**src/rtl/clint_pkg.sv**
```systemverilog
// Shared CLINT definitions: response codes, register map, AXI encodings, FSM states.
// Pure declarations, no logic and no latency.
package clint_pkg;

    localparam logic [1:0] RESP_OKAY   = 2'b00;
    localparam logic [1:0] RESP_SLVERR = 2'b10;
    localparam logic [1:0] RESP_DECERR = 2'b11;

    localparam logic [31:0] CLINT_BASE   = 32'h1001_0000;
    localparam logic [3:0]  OFF_MTIME_LO = 4'h0;
    localparam logic [3:0]  OFF_MTIME_HI = 4'h4;
    localparam logic [3:0]  OFF_CMP_LO   = 4'h8;
    localparam logic [3:0]  OFF_CMP_HI   = 4'hC;

    localparam logic [2:0] SIZE_4B     = 3'b010;
    localparam logic [1:0] BURST_FIXED = 2'b00;
    localparam logic [1:0] BURST_INCR  = 2'b01;
    localparam logic [1:0] BURST_WRAP  = 2'b10;

    typedef enum logic {
        R_IDLE,
        R_BEAT
    } rd_state_e;

    typedef enum logic [1:0] {
        W_IDLE,
        W_DATA,
        W_RESP
    } wr_state_e;

    // The subtraction wraps for addresses below base, so one unsigned bound covers both sides.
    function automatic logic access_legal(input logic [31:0] base,
                                          input logic [31:0] addr,
                                          input logic [7:0]  len,
                                          input logic [2:0]  size,
                                          input logic [1:0]  burst);
        logic [31:0] off;
        off = addr - base;
        return (off <= {28'd0, OFF_CMP_HI}) && (off[1:0] == 2'b00) &&
               (len == 8'd0) && (size == SIZE_4B) && (burst == BURST_INCR);
    endfunction

    function automatic logic [31:0] merge_strb(input logic [31:0] old_val,
                                               input logic [31:0] new_val,
                                               input logic [3:0]  strb);
        logic [31:0] res;
        for (int i = 0; i < 4; i++) begin
            res[8*i +: 8] = strb[i] ? new_val[8*i +: 8] : old_val[8*i +: 8];
        end
        return res;
    endfunction

endpackage

```
**src/rtl/clint_timer.sv**
```systemverilog
// Prescaled 64-bit mtime, mtimecmp with byte-strobe word writes, registered irq compare.
// Write takes effect next clock; read data is combinational from current registers; no backpressure.
module clint_timer
    import clint_pkg::*;
#(
    parameter int unsigned TICK_DIV = 1
) (
    input  logic        clock,
    input  logic        reset,
    input  logic        wr_en_i,
    input  logic [1:0]  wr_sel_i,
    input  logic [31:0] wr_data_i,
    input  logic [3:0]  wr_strb_i,
    input  logic [1:0]  rd_sel_i,
    output logic [31:0] rd_data_o,
    output logic        timer_irq_o
);

    logic [15:0] presc_q, presc_d;
    logic [63:0] mtime_q, mtime_d;
    logic [63:0] cmp_q, cmp_d;
    logic        irq_q;
    logic        tick;

    assign tick    = (presc_q == 16'(TICK_DIV - 1));
    assign presc_d = tick ? 16'd0 : presc_q + 16'd1;

    // A software write to either mtime half replaces that cycle's increment.
    always_comb begin
        mtime_d = tick ? mtime_q + 64'd1 : mtime_q;
        cmp_d   = cmp_q;
        if (wr_en_i) begin
            case (wr_sel_i)
                2'd0: mtime_d = {mtime_q[63:32], merge_strb(mtime_q[31:0], wr_data_i, wr_strb_i)};
                2'd1: mtime_d = {merge_strb(mtime_q[63:32], wr_data_i, wr_strb_i), mtime_q[31:0]};
                2'd2: cmp_d   = {cmp_q[63:32], merge_strb(cmp_q[31:0], wr_data_i, wr_strb_i)};
                default: cmp_d = {merge_strb(cmp_q[63:32], wr_data_i, wr_strb_i), cmp_q[31:0]};
            endcase
        end
    end

    always_comb begin
        case (rd_sel_i)
            2'd0:    rd_data_o = mtime_q[31:0];
            2'd1:    rd_data_o = mtime_q[63:32];
            2'd2:    rd_data_o = cmp_q[31:0];
            default: rd_data_o = cmp_q[63:32];
        endcase
    end

    always_ff @(posedge clock or negedge reset) begin
        if (!reset) begin
            presc_q <= 16'd0;
            mtime_q <= 64'd0;
            cmp_q   <= '1;
            irq_q   <= 1'b0;
        end else begin
            presc_q <= presc_d;
            mtime_q <= mtime_d;
            cmp_q   <= cmp_d;
            irq_q   <= (mtime_d >= cmp_d);
        end
    end

    assign timer_irq_o = irq_q;

endmodule

```
**src/rtl/clint_axi_slave.sv**
```systemverilog
// AXI4 CLINT responder: single-beat word access to mtime/mtimecmp, SLVERR bursts for anything else.
// R beat one cycle after AR fire, B one cycle after wlast fire; R/B held stable until rready/bready.
module clint_axi_slave
    import clint_pkg::*;
#(
    parameter logic [31:0] BASE_ADDR = CLINT_BASE,
    parameter int unsigned TICK_DIV  = 1
) (
    input  logic        clock,
    input  logic        reset,
    input  logic        arvalid,
    output logic        arready,
    input  logic [31:0] araddr,
    input  logic [3:0]  arid,
    input  logic [7:0]  arlen,
    input  logic [2:0]  arsize,
    input  logic [1:0]  arburst,
    output logic        rvalid,
    input  logic        rready,
    output logic [31:0] rdata,
    output logic [1:0]  rresp,
    output logic [3:0]  rid,
    output logic        rlast,
    input  logic        awvalid,
    output logic        awready,
    input  logic [31:0] awaddr,
    input  logic [3:0]  awid,
    input  logic [7:0]  awlen,
    input  logic [2:0]  awsize,
    input  logic [1:0]  awburst,
    input  logic        wvalid,
    output logic        wready,
    input  logic [31:0] wdata,
    input  logic [3:0]  wstrb,
    input  logic        wlast,
    output logic        bvalid,
    input  logic        bready,
    output logic [1:0]  bresp,
    output logic [3:0]  bid,
    output logic        timer_irq
);

    rd_state_e   r_state_q, r_state_d;
    logic [8:0]  beats_q, beats_d;
    logic        rvalid_q, rvalid_d, rlast_q, rlast_d;
    logic [31:0] rdata_q, rdata_d;
    logic [1:0]  rresp_q, rresp_d;
    logic [3:0]  rid_q, rid_d;

    wr_state_e   w_state_q, w_state_d;
    logic [3:0]  awid_q, awid_d, bid_q, bid_d;
    logic [1:0]  wsel_q, wsel_d, bresp_q, bresp_d;
    logic        wlegal_q, wlegal_d, bvalid_q, bvalid_d;

    logic [31:0] tmr_rdata;
    logic        tmr_we;
    logic        ar_legal, aw_legal;

    assign ar_legal = access_legal(BASE_ADDR, araddr, arlen, arsize, arburst);
    assign aw_legal = access_legal(BASE_ADDR, awaddr, awlen, awsize, awburst);
    assign tmr_we   = (w_state_q == W_DATA) && wvalid && wlegal_q;

    clint_timer #(.TICK_DIV(TICK_DIV)) u_timer (
        .clock       (clock),
        .reset       (reset),
        .wr_en_i     (tmr_we),
        .wr_sel_i    (wsel_q),
        .wr_data_i   (wdata),
        .wr_strb_i   (wstrb),
        .rd_sel_i    (araddr[3:2]),
        .rd_data_o   (tmr_rdata),
        .timer_irq_o (timer_irq)
    );

    always_comb begin
        r_state_d = r_state_q;
        beats_d   = beats_q;
        rvalid_d  = rvalid_q;
        rlast_d   = rlast_q;
        rdata_d   = rdata_q;
        rresp_d   = rresp_q;
        rid_d     = rid_q;
        case (r_state_q)
            R_IDLE: begin
                if (arvalid) begin
                    beats_d   = ar_legal ? 9'd1 : {1'b0, arlen} + 9'd1;
                    rid_d     = arid;
                    rdata_d   = ar_legal ? tmr_rdata : 32'd0;
                    rresp_d   = ar_legal ? RESP_OKAY : RESP_SLVERR;
                    rlast_d   = ar_legal || (arlen == 8'd0);
                    rvalid_d  = 1'b1;
                    r_state_d = R_BEAT;
                end
            end
            R_BEAT: begin
                if (rready) begin
                    if (beats_q == 9'd1) begin
                        rvalid_d  = 1'b0;
                        rlast_d   = 1'b0;
                        r_state_d = R_IDLE;
                    end else begin
                        beats_d = beats_q - 9'd1;
                        rlast_d = (beats_q == 9'd2);
                    end
                end
            end
            default: r_state_d = R_IDLE;
        endcase
    end

    // W beats are only accepted after AW; wlast alone terminates the data phase.
    always_comb begin
        w_state_d = w_state_q;
        awid_d    = awid_q;
        wsel_d    = wsel_q;
        wlegal_d  = wlegal_q;
        bvalid_d  = bvalid_q;
        bresp_d   = bresp_q;
        bid_d     = bid_q;
        case (w_state_q)
            W_IDLE: begin
                if (awvalid) begin
                    awid_d    = awid;
                    wsel_d    = awaddr[3:2];
                    wlegal_d  = aw_legal;
                    w_state_d = W_DATA;
                end
            end
            W_DATA: begin
                if (wvalid && wlast) begin
                    bvalid_d  = 1'b1;
                    bresp_d   = wlegal_q ? RESP_OKAY : RESP_SLVERR;
                    bid_d     = awid_q;
                    w_state_d = W_RESP;
                end
            end
            W_RESP: begin
                if (bready) begin
                    bvalid_d  = 1'b0;
                    w_state_d = W_IDLE;
                end
            end
            default: w_state_d = W_IDLE;
        endcase
    end

    always_ff @(posedge clock or negedge reset) begin
        if (!reset) begin
            r_state_q <= R_IDLE;
            beats_q   <= 9'd0;
            rvalid_q  <= 1'b0;
            rlast_q   <= 1'b0;
            rdata_q   <= 32'd0;
            rresp_q   <= RESP_OKAY;
            rid_q     <= 4'd0;
            w_state_q <= W_IDLE;
            awid_q    <= 4'd0;
            wsel_q    <= 2'd0;
            wlegal_q  <= 1'b0;
            bvalid_q  <= 1'b0;
            bresp_q   <= RESP_OKAY;
            bid_q     <= 4'd0;
        end else begin
            r_state_q <= r_state_d;
            beats_q   <= beats_d;
            rvalid_q  <= rvalid_d;
            rlast_q   <= rlast_d;
            rdata_q   <= rdata_d;
            rresp_q   <= rresp_d;
            rid_q     <= rid_d;
            w_state_q <= w_state_d;
            awid_q    <= awid_d;
            wsel_q    <= wsel_d;
            wlegal_q  <= wlegal_d;
            bvalid_q  <= bvalid_d;
            bresp_q   <= bresp_d;
            bid_q     <= bid_d;
        end
    end

    assign arready = (r_state_q == R_IDLE);
    assign awready = (w_state_q == W_IDLE);
    assign wready  = (w_state_q == W_DATA);
    assign rvalid  = rvalid_q;
    assign rlast   = rlast_q;
    assign rdata   = rdata_q;
    assign rresp   = rresp_q;
    assign rid     = rid_q;
    assign bvalid  = bvalid_q;
    assign bresp   = bresp_q;
    assign bid     = bid_q;

endmodule

```
**config.mk**
```make
export PLATFORM = sky130hd
export DESIGN_NAME = clint_axi_slave
export DESIGN_NICKNAME = d
export VERILOG_FILES = /design/src/rtl/clint_pkg.sv /design/src/rtl/clint_timer.sv /design/src/rtl/clint_axi_slave.sv
export SDC_FILE = /design/constraint.sdc
export NUM_CORES = 1
export LEC_CHECK = 0
export CAP_MARGIN = 20
export CELL_PAD_IN_SITES_DETAIL_PLACEMENT = 2
export CELL_PAD_IN_SITES_GLOBAL_PLACEMENT = 2
export CORE_UTILIZATION = 36
export CTS_BUF_LIST = sky130_fd_sc_hd__clkbuf_8
export DETAILED_ROUTE_END_ITERATION = 12
export MAX_ROUTING_LAYER = met4
export PLACE_DENSITY_LB_ADDON = 0.3
export SETUP_SLACK_MARGIN = 0.1
export SKIP_CTS_REPAIR_TIMING = 1
export SYNTH_ARGS = -nofsm -noshare
export SYNTH_HDL_FRONTEND = slang
export SYNTH_HIERARCHICAL = 1
export SYNTH_SLANG_ARGS = --single-unit
```
**constraint.sdc**
```tcl
create_clock -name clock -period 4.2 [get_ports clock]
set_input_delay 0.84 -clock clock [delete_from_list [all_inputs] [get_ports clock]]
set_output_delay 0.84 -clock clock [all_outputs]
set_load 0.01 [all_outputs]
```
==> flow_summary.json <==
{
  "die-area_um2": 37700,
  "ys_seq_area_share_pct": 39.9,
  "finalCritPeriodShare_pct": 98.0,
  "hold_violations": 0,
  "clock-sinks": 209,
  "drv_slew": 0,
  "drt_iter0_drc": 636,
  "nNetsFinal": 1830,
  "die_height_um": 194,
  "cp_cell_sequence": "and3_1, nand3_2, or2_2, nor4_4, a211oi_1, a311oi_1, ha_1, a21o_1, a221o_1, a21oi_1, buf_4, o211ai_1, a21oi_1, o21ai_1",
  "grt_pass1_vias": 14100,
  "totalWireLength_um": 55600,
  "worstSetupPathType": "register to register",
  "die_x_um": 194,
  "rows": 70,
  "skew_ns": 0.0269,
  "gp_congestion": 0.880,
  "ys_ff_latch": 209,
  "cpMostUsedCell": "a21oi_1",
  "ios": 193,
  "grt_max_degree": 94,
  "worstSetupStartpointType": "register",
  "placed_area_um2": 16500,
  "wl_per_cell_um": 26.2,
  "cts_tree": "yes",
  "portBuffers": 190,
  "r2r_start": "u_timer/mtime_q[34]$_DFF_PN0_",
  "synth_async_sr_flop_share_pct": 100,
  "crit_slowest_cell": "a311oi_1",
  "r2r_end": "u_timer/timer_irq_o$_DFF_PN0_",
  "crit_path_max_fanout": 7,
  "max_stage_delay_ns": 0.50,
  "leakage_nw": 7.22,
  "crit_buf_inv": 1,
  "fin_tns_setup_ns": 0,
  "setup_viol_count_final": 0,
  "syn_inst": 1298,
  "outcome": "complete, no violations",
  "clock_path_buffers": 3,
  "p_per_area_nw_per_um2": 301,
  "cp-startpoint": "u_timer/mtime_q[34]$_DFF_PN0_",
  "cpLargestDelayFamily": "compound AO/OA/AOI/OAI gates",
  "ys_types": 81,
  "syn_area_um2": 13300,
  "dr.pass1.iters": 5,
  "track_usage_pct": 30.3,
  "clockRootBuffer": "clkbuf_8",
  "pwr-share-clk_pct": 41.9,
  "ff2ff_setup_slack_ns": 0.09,
  "maxCapViolations": 0,
  "clk_pin_slew_ns": 0.07,
  "synth_edf_count": 0,
  "layout_commonest_cell": "clkdlybuf4s50_1",
  "arrival_ns": 4.62,
  "clkLatencyLatePin_ns": 0.62,
  "core_um2": 36500,
  "endpoint_kind": "register",
  "internal_power_mw": 3.75,
  "grt.overflow.total": 0,
  "final_area_um2": 17700,
  "fin_util_pct": 48.4,
  "drive_gt1_share_pct": 27.8,
  "yosysWarnings": 6,
  "final_cell_mix": "clkdlybuf4s50_1, dfrtp_1, inv_1",
  "p_sw_share_pct": 29.5,
  "tightest_slew_ns": 0.854,
  "hp-class": "primary input to asynchronous set/reset pin",
  "period_needed_ns": 4.11,
  "ys.flop_type": "dfrtp_1",
  "irDropWorstVdd_mv": 0.282,
  "max_freq_ghz": 0.243,
  "seq_power_share_pct": 42.9,
  "initial_core_util_pct": 36.4,
  "crit_cells": 14,
  "crit_required_ns": 4.70,
  "ant_nets": 0,
  "htree_levels": 2,
  "power.switching_mw": 1.57,
  "vias_per_cell": 5.78,
  "cts_buffers": 43,
  "grt_pass1_wl_um": 84900,
  "vias": 12300,
  "area_delta_synth_final_pct": 32.8,
  "dp_hpwl_um": 41800,
  "comb_power_share_pct": 15.2,
  "reg2regPathDepth": 14,
  "antenna_found_initial": 0,
  "drcViolationCount": 0,
  "maxSlewHeadroom_pct": 43.0,
  "syn_area_per_cell_um2": 10.2
}
[cell type report]
| cell class | count | area, µm² |
|---|---|---|
| fill | 3801 | 18900 |
| multi-input combinational | 923 | 7490 |
| sequential | 209 | 5310 |
| timing repair buffer | 325 | 2980 |
| clock buffer | 50 | 688 |
| tap | 468 | 586 |
| inverter | 114 | 428 |
| clock inverter | 29 | 181 |
| antenna | 2 | 5.00 |
[worst register-to-register path, cell delays in order, from the launching register on]
cell	delay, ns
dfrtp_1	0.49
and3_1	0.33
nand3_2	0.23
or2_2	0.48
nor4_4	0.29
a211oi_1	0.12
a311oi_1	0.50
ha_1	0.36
a21o_1	0.17
a221o_1	0.34
a21oi_1	0.20
buf_4	0.17
o211ai_1	0.08
a21oi_1	0.16
o21ai_1	0.08
[power groups by stage]
stage               Sequential [mW]  Clock (mW)  Combinational [mW]
finish                         2.28        2.23               0.811
global route                   2.30        2.37               0.874
CTS                            2.28        2.29               0.818
detailed placement             2.31           0               0.806
global placement               2.30           0               0.769
floorplan                      2.28           0               0.326
[per-layer routing]
metal	GRT usage, %	wire (µm)
met1	35.9	23000
met2	51.8	28200
met3	5.22	2840
met4	10.7	1590
met5	-	0
[stage by stage]
stage	hold WS, ns	setup WS, ns	power [mW]	std cells
final	0.277	0.0853	5.32	2120
after floorplan	0.446	0.319	2.60	1299
after detailed placement	0.475	-0.704	3.12	2031
after global placement	0.459	-0.701	3.07	2031
after CTS	0.282	-0.251	5.38	2110
after global routing	0.295	-0.0265	5.55	2118
[cells in the mapped netlist (9+ instances only)]
library cell  count  area share (%)
a211oi_1         28             1.6
a21o_1           13            0.73
a21oi_1          56             2.1
a311oi_1         15            0.99
and3_1           30             1.4
and4_1            9            0.59
clkbuf_1         32            0.90
dfrtp_1         145              27
dfstp_2          64              13
ha_1             72             6.8
inv_1           114             3.2
mux2_2           68             5.8
mux2i_1           9            0.68
mux4_2           31             5.2
nand2_1         132             3.7
nand3_1          48             1.8
nand4_1          31             1.5
nor2_1           86             2.4
nor3_1           36             1.4
nor4_1           30             1.4
o21ai_0          30             1.1
o22ai_1          11            0.52
o31ai_4          30             4.8
xnor2_1          22             1.4
[worst max path at each step]
| stage | end |
|---|---|
| after global placement | u_timer/timer_irq_o$_DFF_PN0_ |
| after floorplan | u_timer/timer_irq_o$_DFF_PN0_ |
| after CTS | u_timer/timer_irq_o$_DFF_PN0_ |
| final | u_timer/timer_irq_o$_DFF_PN0_ |
| after global routing | u_timer/timer_irq_o$_DFF_PN0_ |
| after detailed placement | u_timer/timer_irq_o$_DFF_PN0_ |
[sequential cells by signal, indices dropped and copies added, names as in the netlist]
signal,count
beats_q,9
rlast,1
bvalid,1
rvalid,1
w_state_q,2
r_state_q,1
rid,4
bid,4
u_timer/mtime_q,64
wlegal_q,1
u_timer/cmp_q,64
rresp,1
rdata,32
bresp,1
wsel_q,2
u_timer/presc_q,16
u_timer/timer_irq_o,1
awid_q,4
[cells by family after synthesis]
logic type               Yosys count  share of synthesized area (%)
XOR/XNOR                          29                           1.91
AND/OR/NAND/NOR                  465                           18.3
other                              1                         0.0282
buffers and inverters            167                           5.35
multiplexers                     110                           12.0
AO/OA/AOI/OAI                    245                           15.8
adder cells (fa/ha/maj)           72                           6.77
flip-flops                       209                           39.9
No activity file was read; power rests on OpenSTA's default activity.
